==> src/rtl/cdc_pkg.sv <==
// Shared types and helpers for the cdc_2phase source-side arbiter.
package cdc_pkg;

  typedef enum logic {
    ARB_EMPTY = 1'b0,
    ARB_FULL  = 1'b1
  } arb_state_e;

  // Wrap-around increment over the range 0..n-1.
  function automatic int rr_next(int idx, int n);
    return (idx == n - 1) ? 0 : idx + 1;
  endfunction

endpackage

==> src/rtl/rr_arb_core.sv <==
// Combinational rotating-priority pick: first set request at or after ptr, wrapping.
module rr_arb_core #(
  parameter int NUM_REQ  = 4,
  parameter int ID_WIDTH = (NUM_REQ > 1) ? $clog2(NUM_REQ) : 1
) (
  input  logic [NUM_REQ-1:0]  req_i,
  input  logic [ID_WIDTH-1:0] ptr_i,
  output logic [NUM_REQ-1:0]  gnt_oh_o,
  output logic [ID_WIDTH-1:0] gnt_idx_o,
  output logic                any_o
);

  int                  j;
  logic [ID_WIDTH-1:0] jj;
  logic                found;

  // Scan ptr, ptr+1, ..., wrapping; the first hit wins.
  always_comb begin
    gnt_oh_o  = '0;
    gnt_idx_o = '0;
    found     = 1'b0;
    j         = 0;
    jj        = '0;
    for (int k = 0; k < NUM_REQ; k++) begin
      j = int'(ptr_i) + k;
      if (j >= NUM_REQ) j = j - NUM_REQ;
      jj = ID_WIDTH'(j);
      if (!found && req_i[jj]) begin
        found        = 1'b1;
        gnt_oh_o[jj] = 1'b1;
        gnt_idx_o    = jj;
      end
    end
    any_o = found;
  end

endmodule

==> src/rtl/cdc_2phase_src_arb.sv <==
// Round-robin arbiter feeding one cdc_2phase source port from NUM_REQ requesters.
// A one-entry output register holds {id, data}; it can be reloaded in the same
// cycle it drains, so the arbiter sustains one word per cycle.
module cdc_2phase_src_arb
  import cdc_pkg::*;
#(
  parameter int NUM_REQ    = 4,
  parameter int DATA_WIDTH = 32,
  parameter int ID_WIDTH   = (NUM_REQ > 1) ? $clog2(NUM_REQ) : 1
) (
  input  logic                          clk_i,
  input  logic                          rst_n_i,
  input  logic [NUM_REQ-1:0]            en_i,
  input  logic [NUM_REQ-1:0]            req_valid_i,
  output logic [NUM_REQ-1:0]            req_ready_o,
  input  logic [NUM_REQ*DATA_WIDTH-1:0] req_data_i,
  output logic                          out_valid_o,
  input  logic                          out_ready_i,
  output logic [ID_WIDTH-1:0]           out_id_o,
  output logic [DATA_WIDTH-1:0]         out_data_o,
  output logic                          busy_o
);

  arb_state_e            state_q, state_d;
  logic [ID_WIDTH-1:0]   ptr_q, ptr_d;
  logic [ID_WIDTH-1:0]   id_q, id_d;
  logic [DATA_WIDTH-1:0] data_q, data_d;

  logic [NUM_REQ-1:0]    eligible;
  logic [NUM_REQ-1:0]    gnt_oh;
  logic [ID_WIDTH-1:0]   gnt_idx;
  logic                  gnt_any;
  logic                  accept;
  logic                  fire;

  assign eligible = req_valid_i & en_i;

  rr_arb_core #(
    .NUM_REQ  (NUM_REQ),
    .ID_WIDTH (ID_WIDTH)
  ) u_core (
    .req_i     (eligible),
    .ptr_i     (ptr_q),
    .gnt_oh_o  (gnt_oh),
    .gnt_idx_o (gnt_idx),
    .any_o     (gnt_any)
  );

  // Handshake, ready gating and next-state for the output stage and pointer.
  always_comb begin
    accept      = (state_q == ARB_EMPTY) || out_ready_i;
    fire        = accept && gnt_any;
    req_ready_o = (rst_n_i && fire) ? gnt_oh : '0;
    state_d     = state_q;
    ptr_d       = ptr_q;
    id_d        = id_q;
    data_d      = data_q;
    if (fire) begin
      state_d = ARB_FULL;
      id_d    = gnt_idx;
      data_d  = req_data_i[int'(gnt_idx)*DATA_WIDTH +: DATA_WIDTH];
      ptr_d   = ID_WIDTH'(rr_next(int'(gnt_idx), NUM_REQ));
    end else if (state_q == ARB_FULL && out_ready_i) begin
      state_d = ARB_EMPTY;
    end
  end

  // State, pointer and output register with synchronous reset.
  always_ff @(posedge clk_i) begin
    if (!rst_n_i) begin
      state_q <= ARB_EMPTY;
      ptr_q   <= '0;
      id_q    <= '0;
      data_q  <= '0;
    end else begin
      state_q <= state_d;
      ptr_q   <= ptr_d;
      id_q    <= id_d;
      data_q  <= data_d;
    end
  end

  assign out_valid_o = (state_q == ARB_FULL);
  assign out_id_o    = id_q;
  assign out_data_o  = data_q;
  assign busy_o      = out_valid_o || (|eligible);

endmodule
==> config.mk <==
export PLATFORM = sky130hd
export DESIGN_NAME = cdc_2phase_src_arb
export DESIGN_NICKNAME = d
export VERILOG_FILES = /design/src/rtl/cdc_pkg.sv /design/src/rtl/rr_arb_core.sv /design/src/rtl/cdc_2phase_src_arb.sv
export SDC_FILE = /design/constraint.sdc
export NUM_CORES = 1
export LEC_CHECK = 0
export BUFFER_PORTS_ARGS = -buffer_cell sky130_fd_sc_hd__buf_2
export CAP_MARGIN = 20
export CORE_ASPECT_RATIO = 1.1
export CORE_MARGIN = 2
export CORE_UTILIZATION = 37
export DETAILED_ROUTE_END_ITERATION = 7
export PLACE_DENSITY_LB_ADDON = 0.1
export SLEW_MARGIN = 25
export SYNTH_ARGS = -nofsm -noshare
export SYNTH_HDL_FRONTEND = slang
export SYNTH_HIERARCHICAL = 1
export SYNTH_SLANG_ARGS = --single-unit
export TNS_END_PERCENT = 50
==> constraint.sdc <==
create_clock -name clk_i -period 3.23 [get_ports clk_i]
set_clock_uncertainty 0.2 [all_clocks]
set_input_delay 0.323 -clock clk_i [delete_from_list [all_inputs] [get_ports clk_i]]
set_output_delay 0.323 -clock clk_i [all_outputs]
set_load 0.05 [all_outputs]
=== After elaboration in Yosys (flattened, before gate mapping) ===
Cells that the tools add are included.

* Bits in registers: 37
* Logic and storage cells: 84
* Output and inout bits: 40
* Bits of input ports: 139

* Bitwise logic cells: 5
* Reductions and logical operators: 17
* Shift operators: 1
* Equality and inequality tests: 1
* Muxes and demuxes: 36
* Add/subtract/negate cells: 8
* Magnitude comparators: 12

{| class="wikitable"
|+ Operators with widths
! cell !! count
|-
| indexed part select 128 x 8 -> 32 bit || 1
|-
| 2-to-1 mux 4 bit || 5
|-
| 2-to-1 mux 2 bit || 9
|-
| 2-to-1 mux 1 bit || 14
|-
| < comparator 2 x 3 -> 1 bit (second input constant) || 4
|-
| bitwise OR 4 bit || 3
|-
| logical AND 1 bit || 10
|-
| >= comparator 3 bit (second input constant) || 3
|-
| binary-select mux 1 bit (select 2 bit) || 4
|-
| demux 1 bit (select 2 bit) || 4
|-
| >= comparator 2 x 1 -> 1 bit (second input constant) || 4
|-
| subtractor 2 x 1 -> 2 bit (second input constant) || 4
|-
| adder 2 x 2 -> 3 bit (second input constant) || 2
|-
| bitwise AND 4 bit || 1
|-
| OR reduction 4 bit || 1
|-
| adder 2 x 1 -> 3 bit (second input constant) || 1
|-
| >= comparator 2 x 3 -> 1 bit (second input constant) || 1
|-
| zero test 1 bit || 3
|-
| adder 2 x 1 -> 2 bit (second input constant) || 1
|-
| equality test 2 x 1 -> 1 bit (second input constant) || 1
|-
| logical OR 1 bit || 2
|-
| nonzero test 2 bit || 1
|-
| NOT 1 bit || 1
|}

=== Logic depth before layout (Yosys ltp) ===
Gate-level depths: netlist of the first run.

* Word-level depth: 17
* Gate-level depth with buffers: 12
* Depth with buffers taken out: 9

=== Modules after synthesis ===
Netlist of the first run, hierarchy kept.

{| class="wikitable"
|+ By module, submodules not included
! module !! area an instance (µm²) !! seq. area each (µm²) !! cells each !! instances
|-
| cdc_2phase_src_arb || 2042.0 || 740.7 || 145 || 1
|-
| rr_arb_core || 421.7 || 0.0 || 45 || 1
|}

=== Worst setup path before layout of the first run ===
No wires, ideal clock.

* Path kind: register -> register
* Start: register ptr_q[0]
* End: register data_q[0], in the netlist out_data_o[0]
* Clock period less this slack: 3.130 ns
* Cell stages (with the launch flop): 13
* Library setup time: 0.117 ns
* Path buffers: 4
* Required time: 2.913 ns
* Path slack: 0.100 ns
* Arrival time: 2.814 ns
* Cells stage by stage: dfxtp_1 > buf_6 > inv_1 > ha_1 > mux4_2 > buf_6 > and2b_2 > o21ai_0 > o31ai_1 > buf_6 > buf_6 > mux4_2 > a22o_1

* Cells in the longest elaborated chain, start to end: 15
* Elaborated cells between the ends (all ways): 39
* Those cells by class: 7 x add/sub; 4 x order compare; 1 x shift; 20 x mux; 7 x reduce/logical

{| class="wikitable"
|+ RTL lines
! item !! RTL line !! RTL
|-
| start, declared || cdc_2phase_src_arb.sv:25 || <nowiki>logic [ID_WIDTH-1:0] ptr_q, ptr_d;</nowiki>
|-
| start signal, assigned || cdc_2phase_src_arb.sv:77 || <nowiki>ptr_q <= ptr_d;</nowiki>
|-
| parallel branches: the longest is 13 deep, another holds adder 2 x 1 -> 3 bit || n/a ||
|-
| 2-to-1 mux 2 bit * || rr_arb_core.sv:28 || <nowiki>if (!found && req_i[jj]) begin</nowiki>
|-
| via gnt_idx[0] || cdc_2phase_src_arb.sv:31 || <nowiki>logic [ID_WIDTH-1:0] gnt_idx;</nowiki>
|-
| indexed part select 128 x 8 -> 32 bit * || cdc_2phase_src_arb.sv:61 || <nowiki>data_d = req_data_i[int'(gnt_idx)*DATA_WIDTH +: DATA_WIDTH];</nowiki>
|-
| end signal, assigned || cdc_2phase_src_arb.sv:79 || <nowiki>data_q <= data_d;</nowiki>
|-
| end, declared || cdc_2phase_src_arb.sv:27 || <nowiki>logic [DATA_WIDTH-1:0] data_q, data_d;</nowiki>
|}

Mark *: on every way through the listed nets, which the timed path passes. The select of a mux whose other input is x is not followed.
A chain may end at the register's enable or synchronous reset.

=== Final worst setup path of the first run ===
* Start: register ptr_q[1]
* End: output req_ready_o[2]

* Elaborated cells between the ends (all ways): 63
* Those cells by class: 7 x add/sub; 12 x order compare; 29 x mux; 3 x bitwise; 12 x reduce/logical

{| class="wikitable"
|+ RTL lines
! item !! RTL line !! RTL
|-
| parallel branches: the longest is 13 deep, another holds adder 2 x 1 -> 3 bit || n/a ||
|-
| 2-to-1 mux 4 bit * || rr_arb_core.sv:28 ||
|-
| via gnt_oh[2] || cdc_2phase_src_arb.sv:30 || <nowiki>logic [NUM_REQ-1:0] gnt_oh;</nowiki>
|-
| 2-to-1 mux 4 bit * || cdc_2phase_src_arb.sv:53 || <nowiki>req_ready_o = (rst_n_i && fire) ? gnt_oh : '0;</nowiki>
|-
| end, declared || cdc_2phase_src_arb.sv:15 || <nowiki>output logic [NUM_REQ-1:0] req_ready_o,</nowiki>
|}

Marks and branches as above.

==> impl_metrics.py, run 1 <==
metrics = {
    "pwr": {
        "p_sw_mw": 1.516,
        "leakagePower_nw": 1.731,
        "power_frac_seq_pct": 20.7,
        "pwr-share-comb_pct": 69.3,
        "power.density_mw_per_mm2": 922.7,
        "switching_share_pct": 45.57,
        "clkPwrFrac_pct": 10.0,
        "ir_drop_mv": 0.4378,
        "power.internal_mw": 1.810,
    },
    "final_layout": {
        "layout-drive-gt1-share_pct": 64.08,
        "nFillCells": 610,
        "antenna_cells": 0,
        "layout_commonest_cell": "buf_2",
        "final_nets": 518,
        "area_growth_syn_to_layout_pct": 46.32,
        "final_util_pct": 55.32,
        "final_cell_mix": "buf_2 (174), dfxtp_1 (36), a22o_1 (32), mux4_2 (30), buf_4 (14)",
    },
    "critical_path": {
        "cp_data_required_time_ns": 2.71,
        "path_delay_family": "buffers and inverters",
        "critPathBufInv": 4,
        "critPathLaunchType": "flip-flop",
        "reg2regPathDepth": 8,
        "timing.rr.end": "ptr_q[0]",
        "max_stage_delay_ns": 0.37,
        "crit_top_cell": "buf_4",
        "reg2reg_slack_ns": 0.23,
        "slowest_stage": "dfxtp_2",
        "cp-end-kind": "output pin",
        "cp.arrival_ns": 2.53,
        "critPathMaxFanout": 9,
        "startpoint": "ptr_q[1]",
        "crit_type": "reg -> out",
        "cp_cell_sequence": "inv_1 > ha_1 > mux4_2 > buf_4 > nor4b_4 > buf_4 > a22oi_1 > o21ai_0 > and2_1 > clkbuf_4",
        "r2r_start": "ptr_q[0]",
    },
    "route": {
        "met3_wirelength_um": 726,
        "drcViolationCount": 0,
        "drt_iter0_drc": 81,
        "firstDrtPassIters": 4,
        "routed_wl_um": 7038,
        "highest_layer": "met4",
        "met2_length_um": 3465,
        "wire_per_inst_um": 15.47,
        "routed_via_density": 5.345,
        "wl_met1_um": 2751,
        "drtAntennaViolNets": 0,
        "num_vias": 2432,
    },
    "die": {
        "fp-row-count": 31,
        "pin_count": 179,
        "die_x_um": 81.80,
        "core_region_area_sq_mm": 0.006516,
        "start_util_pct": 37.81,
        "dieArea_sq_mm": 0.007328,
        "die_h_um": 89.58,
    },
    "sta": {
        "rsz0062_at_grt": "false",
        "worst_slew_pin_slew_ns": 0.3467,
        "min_period_over_period_pct": 94.46,
        "hold_viol_final": 0,
        "max_slew_margin_pct": 76.88,
        "min_period_ns": 3.051,
        "setup_viol": 0,
        "clock.fmax_mhz": 327.7,
        "drv_slew": 0,
        "fin_tns_setup_ns": 0,
    },
    "synthesis": {
        "synth-seq-cells": 37,
        "synthDistinctLibCells": 31,
        "synth_nets": 335,
        "ys_seq_area_share_pct": 30.07,
        "synthCells": 190,
        "syn_avg_cell_area_sq_um": 12.97,
        "synth_warnings": 6,
        "synthesis.area_sq_mm": 0.002464,
    },
    "global_route": {
        "grt_pass1_vias": 2262,
        "grt_max_degree": 33,
        "grt_pass1_wl_um": 10540,
        "grt-ovfl-total": 0,
        "grtUsageTotal_pct": 18.52,
        "antenna_found_initial": 0,
    },
    "placed_design": {
        "port_buffers": 178,
        "dp_hpwl_um": 5751,
        "place.gp.congestion": 0.7804,
    },
    "clock_network": {
        "numClockSinks": 37,
        "clock_latency_ns": 0.28,
        "cts_setup_buffers": 0,
        "hold_buffers": 0,
        "cts_root_buf": "clkbuf_8",
        "tritoncts": "yes",
        "cts_buffers": 5,
        "cts_max_level": 2,
        "cts_buffer_depth": 2,
        "clk_transition_reported_paths_ns": 0.07,
    },
    "hold_path": {
        "whs_path_depth": 2,
        "hold_path.startpoint": "rst_n_i",
        "hold_end": "out_valid_o",
        "hold_path_class": "in -> reg",
    },
    "flow_run": {
        "drv_cap": 0,
    },
    "status": {
        "status": "finished clean",
    },
}
repair_timing:
action,in CTS,in global routing
endpoints found under the setup margin,0,4
endpoints found under the hold margin,0,0
resized for setup,0,5
kinds of logic (layout without fill, tap and decap cells):
| family | Yosys count | after routing | synth area share, % |
|---|---|---|---|
| AO/OA/AOI/OAI | 59 | 59 | 18.84 |
| multiplexers | 39 | 39 | 35.09 |
| flip-flops | 37 | 37 | 30.07 |
| AND/OR/NAND/NOR | 27 | 27 | 7.263 |
| buffers and inverters | 22 | 205 | 5.688 |
| adder cells (fa/ha/maj) | 6 | 6 | 3.047 |
synth_stat cells:
cell type | instances | share of area [%]
o21ai_0 | 9 | 1.8
nor4b_4 | 1 | 0.96
mux2_2 | 1 | 0.46
nor2_1 | 4 | 0.61
clkbuf_1 | 2 | 0.30
o211ai_1 | 1 | 0.30
dfxtp_1 | 37 | 30
a22oi_1 | 8 | 2.4
mux4_2 | 30 | 27
or4_1 | 1 | 0.30
a21boi_0 | 4 | 1.2
or4b_2 | 1 | 0.41
nand2b_1 | 3 | 0.76
buf_2 | 10 | 2.0
o31ai_1 | 1 | 0.30
a22o_1 | 32 | 11
buf_6 | 6 | 2.7
nor2b_1 | 2 | 0.51
and3_1 | 1 | 0.25
ha_1 | 6 | 3.0
nor4_1 | 1 | 0.25
and2b_2 | 1 | 0.36
and2_1 | 8 | 2.0
o221ai_1 | 1 | 0.36
inv_1 | 4 | 0.61
mux4_1 | 6 | 6.4
mux2i_1 | 2 | 0.81
a21boi_1 | 2 | 0.61
a32o_1 | 1 | 0.41
nor3_1 | 1 | 0.20
nand3_1 | 3 | 0.61
layout make-up:
type / instances / area (sq um) / share of cell area (%)
inverters: 4 / 15.01 / 0.4165
well taps: 82 / 102.6 / 2.846
clock inverters: 1 / 7.507 / 0.2083
multi-input cells: 131 / 1609 / 44.64
clock buffers: 6 / 82.58 / 2.291
flip-flops and latches: 37 / 742.0 / 20.58
repair buffers: 194 / 1046 / 29.02
worst max-delay path by stage:
stage                      to  slack [ns]  cells past startpoint
2_1_floorplan   out_data_o[0]         0.1                     12
3_3_place_gp         ptr_q[0]        0.12                     10
3_5_place_dp         ptr_q[0]        0.07                     10
4_1_cts        req_ready_o[2]        0.07                     10
5_1_grt        req_ready_o[3]        0.02                     10
6_report       req_ready_o[2]        0.18                     10
metal layers:
| layer | global-route usage (%) | vias to the layer above |
|---|---|---|
| li1 | - | 1161 |
| met1 | 21.36 | 1142 |
| met2 | 33.11 | 120 |
| met3 | 5.400 | 9 |
| met4 | 5.606 | 0 |
| met5 | 0 | - |
state kept, by name, indices dropped and copies added, names as in the netlist:
| signal | cells |
|---|---|
| out_data_o | 32 |
| out_id_o | 2 |
| out_valid_o | 1 |
| ptr_q | 2 |
power groups by stage:
| stage | clock network, mW | logic, mW | registers (mW) |
|---|---|---|---|
| 6_report | 0.333 | 2.31 | 0.688 |
| 5_1_grt | 0.366 | 2.48 | 0.708 |
| 4_1_cts | 0.348 | 2.33 | 0.690 |
| 3_5_place_dp | 0 | 2.33 | 0.699 |
| 3_3_place_gp | 0 | 2.32 | 0.699 |
| 2_1_floorplan | 0 | 1.33 | 1.17 |
stage by stage:
stage | hold slack (ns) | power [mW] | instances | cell area, sq um | setup WS (ns)
after floorplan | 0.2761 | 2.507 | 190 | 2464 | 0.09961
after global placement | 0.2574 | 3.015 | 448 | 3503 | 0.1179
after detailed placement | 0.2577 | 3.025 | 448 | 3503 | 0.06797
after CTS | 0.1387 | 3.373 | 455 | 3593 | 0.07245
after global routing | 0.1566 | 3.553 | 455 | 3605 | 0.01699
final | 0.1526 | 3.326 | 455 | 3605 | 0.1788
Power figures use the tool's default switching activity.
==> run 2: changes to the inputs <==
--- a/config.mk
+++ b/config.mk
@@ -5,7 +5,7 @@
 export SDC_FILE = /design/constraint.sdc
 export NUM_CORES = 1
 export LEC_CHECK = 0
-export BUFFER_PORTS_ARGS = -buffer_cell sky130_fd_sc_hd__buf_2
+export BUFFER_PORTS_ARGS = -buffer_cell sky130_fd_sc_hd__clkbuf_2
 export CAP_MARGIN = 20
 export CORE_ASPECT_RATIO = 1.1
 export CORE_MARGIN = 2
==> impl_metrics.py, run 2 (synthesis results as in run 1) <==
metrics = {
    "critical_path": {
        "cp_cell_sequence": "buf_6 > mux4_2 > buf_12 > o31ai_4 > buf_4 > mux4_2 > a22o_1",
        "slowest_stage": "mux4_2",
        "cp.arrival_ns": 3.07,
        "critPathLaunchType": "flip-flop",
        "cp_data_required_time_ns": 3.21,
        "reg2reg_slack_ns": 0.14,
        "max_stage_delay_ns": 0.62,
        "critPathBufInv": 3,
        "critPathMaxFanout": 13,
        "crit_type": "reg -> reg",
        "cp-end-kind": "flip-flop",
        "path_delay_family": "multiplexers",
        "crit_top_cell": "mux4_2",
    },
    "route": {
        "num_vias": 2470,
        "wire_per_inst_um": 15.86,
        "drt_iter0_drc": 52,
        "met2_length_um": 3629,
        "drtAntennaViolNets": 0,
        "wl_met1_um": 2815,
        "routed_wl_um": 7280,
        "firstDrtPassIters": 4,
        "routed_via_density": 5.381,
        "highest_layer": "met4",
        "met3_wirelength_um": 752,
        "drcViolationCount": 0,
    },
    "placed_design": {
        "place.gp.congestion": 0.7730,
        "port_buffers": 178,
        "dp_hpwl_um": 5835,
        "dp.cells": 446,
        "place_ws_ns": 0.1075,
    },
    "pwr": {
        "power.density_mw_per_mm2": 921.0,
        "ir_drop_mv": 0.4310,
        "leakagePower_nw": 1.774,
    },
    "sta": {
        "drv_slew": 0,
        "fin_tns_setup_ns": 0,
        "min_period_over_period_pct": 95.60,
        "worst_slew_pin_slew_ns": 0.5232,
        "hold_viol_final": 0,
        "setup_ws_ns": 0.1420,
        "setup_viol": 0,
        "max_slew_margin_pct": 65.12,
        "clock.fmax_mhz": 323.8,
        "min_period_ns": 3.088,
    },
    "status": {
        "status": "finished clean",
    },
    "die": {
        "die_h_um": 89.58,
        "pin_count": 179,
        "core_region_area_sq_mm": 0.006516,
        "dieArea_sq_mm": 0.007328,
        "start_util_pct": 37.81,
        "fp-row-count": 31,
        "die_x_um": 81.80,
    },
    "hold_path": {
        "hold_path_class": "in -> reg",
    },
    "final_layout": {
        "final_nets": 522,
        "fin_cells": 459,
        "nFillCells": 575,
        "layout-drive-gt1-share_pct": 64.72,
        "final_cell_mix": "clkbuf_2 (174), dfxtp_1 (37), a22o_1 (32), mux4_2 (31), buf_4 (16)",
        "layout_commonest_cell": "clkbuf_2",
        "final_util_pct": 56.74,
        "area_growth_syn_to_layout_pct": 50.08,
        "antenna_cells": 0,
        "largest_reg_flops": 32,
    },
    "global_route": {
        "grt_pass1_vias": 2356,
        "grtUsageTotal_pct": 19.72,
        "grt_max_degree": 33,
        "grt-ovfl-total": 0,
        "grt_pass1_wl_um": 11120,
        "antenna_found_initial": 0,
    },
    "clock_network": {
        "cts_buffer_depth": 2,
        "clock_latency_ns": 0.28,
        "clk_transition_reported_paths_ns": 0.07,
        "tritoncts": "yes",
        "numClockSinks": 37,
        "cts_root_buf": "clkbuf_8",
        "cts_buffers": 5,
        "cts_max_level": 2,
    },
    "flow_run": {
        "drv_cap": 0,
    },
}
-- run 2: changes by cell type in the layout (fill, tap and decap cells not counted), sizes merged --
| cell | change |
|---|---|
| buf | -166 |
| clkbuf | +170 |
-- run 2: area by class of cell --
| class | count | area [sq um] | area share (%) |
|---|---|---|---|
| multi-input cells | 131 | 1607 | 43.45 |
| clock inverters | 1 | 7.507 | 0.2030 |
| well taps | 82 | 102.6 | 2.775 |
| flip-flops and latches | 37 | 740.7 | 20.03 |
| clock buffers | 6 | 82.58 | 2.234 |
| repair buffers | 198 | 1142 | 30.90 |
| inverters | 4 | 15.01 | 0.4061 |
-- run 2: power breakdown --
part	switching, mW	internal [mW]
combinational	1.31	1.08
sequential	0.0794	0.611
clock	0.159	0.169
-- run 2: layer usage --
metal / GRT usage [%] / vias to the layer above
met5: 0 / -
met4: 4.697 / 0
met3: 5.400 / 9
met2: 35.70 / 133
met1: 23.13 / 1162
li1: - / 1166
-- run 2: worst paths after layout --
path,from,to,cells after the start
max,ptr_q[0],out_data_o[10],7
min,rst_n_i,out_id_o[0],2
max reg2reg,ptr_q[0],out_data_o[10],7
min reg2reg,out_data_o[12],out_data_o[12],1
-- run 2: worst register-to-register path, cell delays in order, from the launching register on --
cell and delay, ns:
dfxtp_1 0.34, buf_6 0.18, mux4_2 0.62, buf_12 0.17, o31ai_4 0.48, buf_4 0.28
mux4_2 0.51, a22o_1 0.19
-- run 2: what timing repair did --
item | in CTS | in global routing
resized for setup | 0 | 3
setup buffers | 0 | 6
hold buffers | 0 | 0
endpoints found under the setup margin | 0 | 19
-- run 2: stage by stage --
stage	power (mW)	hold slack, ns	cell area [sq um]
5_1_grt	3.634	0.1539	3697
2_1_floorplan	2.507	0.2761	2464
4_1_cts	3.406	0.1383	3638
3_5_place_dp	3.061	0.2619	3548
6_report	3.405	0.1492	3697
3_3_place_gp	3.031	0.2575	3548
==> run 3: changes to the inputs <==
--- a/config.mk
+++ b/config.mk
@@ -7,9 +7,11 @@
 export LEC_CHECK = 0
 export BUFFER_PORTS_ARGS = -buffer_cell sky130_fd_sc_hd__clkbuf_2
 export CAP_MARGIN = 20
+export CELL_PAD_IN_SITES_DETAIL_PLACEMENT = 0
+export CELL_PAD_IN_SITES_GLOBAL_PLACEMENT = 1
 export CORE_ASPECT_RATIO = 1.1
 export CORE_MARGIN = 2
-export CORE_UTILIZATION = 37
+export CORE_UTILIZATION = 27
 export DETAILED_ROUTE_END_ITERATION = 7
 export PLACE_DENSITY_LB_ADDON = 0.1
 export SLEW_MARGIN = 25
==> impl_metrics.py, run 3 (synthesis results as in run 1) <==
metrics = {
    "placed_design": {
        "place_area_sq_mm": 0.003606,
        "dp_hpwl_um": 6483,
        "place.gp.congestion": 0.7673,
        "port_buffers": 178,
        "dp.cells": 478,
    },
    "die": {
        "die_x_um": 95.08,
        "start_util_pct": 27.76,
        "die_h_um": 104.2,
        "fp-row-count": 36,
        "pin_count": 179,
        "core_region_area_sq_mm": 0.008874,
        "dieArea_sq_mm": 0.009905,
    },
    "flow_run": {
        "drv_cap": 0,
    },
    "route": {
        "routed_via_density": 5.000,
        "num_vias": 2435,
        "drtAntennaViolNets": 0,
        "drcViolationCount": 0,
        "wire_per_inst_um": 16.89,
        "firstDrtPassIters": 4,
        "routed_wl_um": 8224,
        "drt_iter0_drc": 83,
    },
    "final_layout": {
        "layout_commonest_cell": "clkbuf_2",
        "area_growth_syn_to_layout_pct": 50.08,
        "fin_cells": 487,
        "final_area_sq_mm": 0.003697,
        "nFillCells": 874,
        "final_cell_mix": "clkbuf_2 (174), dfxtp_1 (36), a22o_1 (32), mux4_2 (30), buf_4 (11)",
        "final_nets": 517,
        "layout-drive-gt1-share_pct": 63.81,
        "largest_reg_flops": 32,
        "antenna_cells": 0,
    },
    "critical_path": {
        "cp_data_required_time_ns": 2.71,
        "cp-end-kind": "output pin",
        "critPathLaunchType": "flip-flop",
        "crit_type": "reg -> out",
        "cp.arrival_ns": 2.54,
        "critPathMaxFanout": 13,
    },
    "clock_network": {
        "clk_transition_reported_paths_ns": 0.07,
        "clock_latency_ns": 0.29,
        "tritoncts": "yes",
        "cts_max_level": 2,
        "cts_root_buf": "clkbuf_8",
        "cts_buffers": 5,
        "numClockSinks": 37,
        "cts_buffer_depth": 2,
    },
    "pwr": {
        "leakagePower_nw": 1.754,
        "power.density_mw_per_mm2": 919.3,
        "ir_drop_mv": 0.3022,
    },
    "global_route": {
        "grt-ovfl-total": 0,
        "antenna_found_initial": 0,
        "grt_pass1_vias": 2418,
        "grt_pass1_wl_um": 12460,
        "grtUsageTotal_pct": 16.07,
        "grt_max_degree": 33,
    },
    "sta": {
        "hold_viol_final": 0,
        "rsz0062_at_grt": "false",
        "min_period_ns": 3.064,
        "timing.hold.ws_ns": 0.1340,
        "setup_viol": 0,
        "max_slew_margin_pct": 69.49,
        "min_period_over_period_pct": 94.87,
        "clock.fmax_mhz": 326.3,
        "fin_tns_setup_ns": 0,
        "drv_slew": 0,
        "worst_slew_pin_slew_ns": 0.4576,
    },
    "hold_path": {
        "hold_path_class": "in -> reg",
    },
    "status": {
        "status": "finished clean",
    },
}
==> run 3: worst max-delay path, cell delays in order (launching register included) <==
cell	delay [ns]
dfxtp_1	0.34
buf_4	0.23
mux4_2	0.64
nor3_1	0.32
nand2b_1	0.13
and3_1	0.22
and2_1	0.21
buf_12	0.15
==> run 3: power by group <==
group | switching, mW | total (mW) | internal (mW)
Clock | 0.172 | 0.322 | 0.150
Combinational | 1.32 | 2.39 | 1.07
Sequential | 0.0771 | 0.688 | 0.611
==> run 3: area by class of cell <==
cell class	instances	area (sq um)	share of cell area, %
clock buffer	6	72.57	1.963
timing repair buffer	193	1114	30.12
multi-input combinational	131	1602	43.32
inverter	4	15.01	0.4061
sequential	37	742.0	20.07
tap	114	142.6	3.858
clock inverter	2	10.01	0.2707
==> run 3: final timing paths <==
kind / slack (ns) / cells past startpoint / from / end
min: 0.13 / 2 / rst_n_i / ptr_q[1]
max reg2reg: 0.17 / 8 / ptr_q[0] / out_data_o[25]
min reg2reg: 0.28 / 1 / out_data_o[12] / out_data_o[12]
max: 0.17 / 7 / ptr_q[0] / req_ready_o[0]
==> run 3: timing repair <==
action | 4_1_cts | 5_1_grt
hold buffers | 0 | 0
gates resized for setup | 0 | 1
setup buffers | 0 | 1
setup endpoints to repair | 0 | 22
==> run 3: layer usage <==
metal	vias up	global-route usage (%)	share of wire [%]
met3	10	3.043	7.7
met1	1162	18.89	39
met2	107	28.77	52
met4	0	5.176	1.7
met5	-	0	0
li1	1156	-	-
==> run 3: through the flow <==
step	util, %	power, mW	setup slack [ns]
detailed placement	40.64	3.110	0.08447
global route	41.67	3.628	0.03392
floorplan	-	2.507	0.09961
global placement	40.64	3.107	0.08810
CTS	41.57	3.444	0.1173
finish	41.67	3.399	0.1657
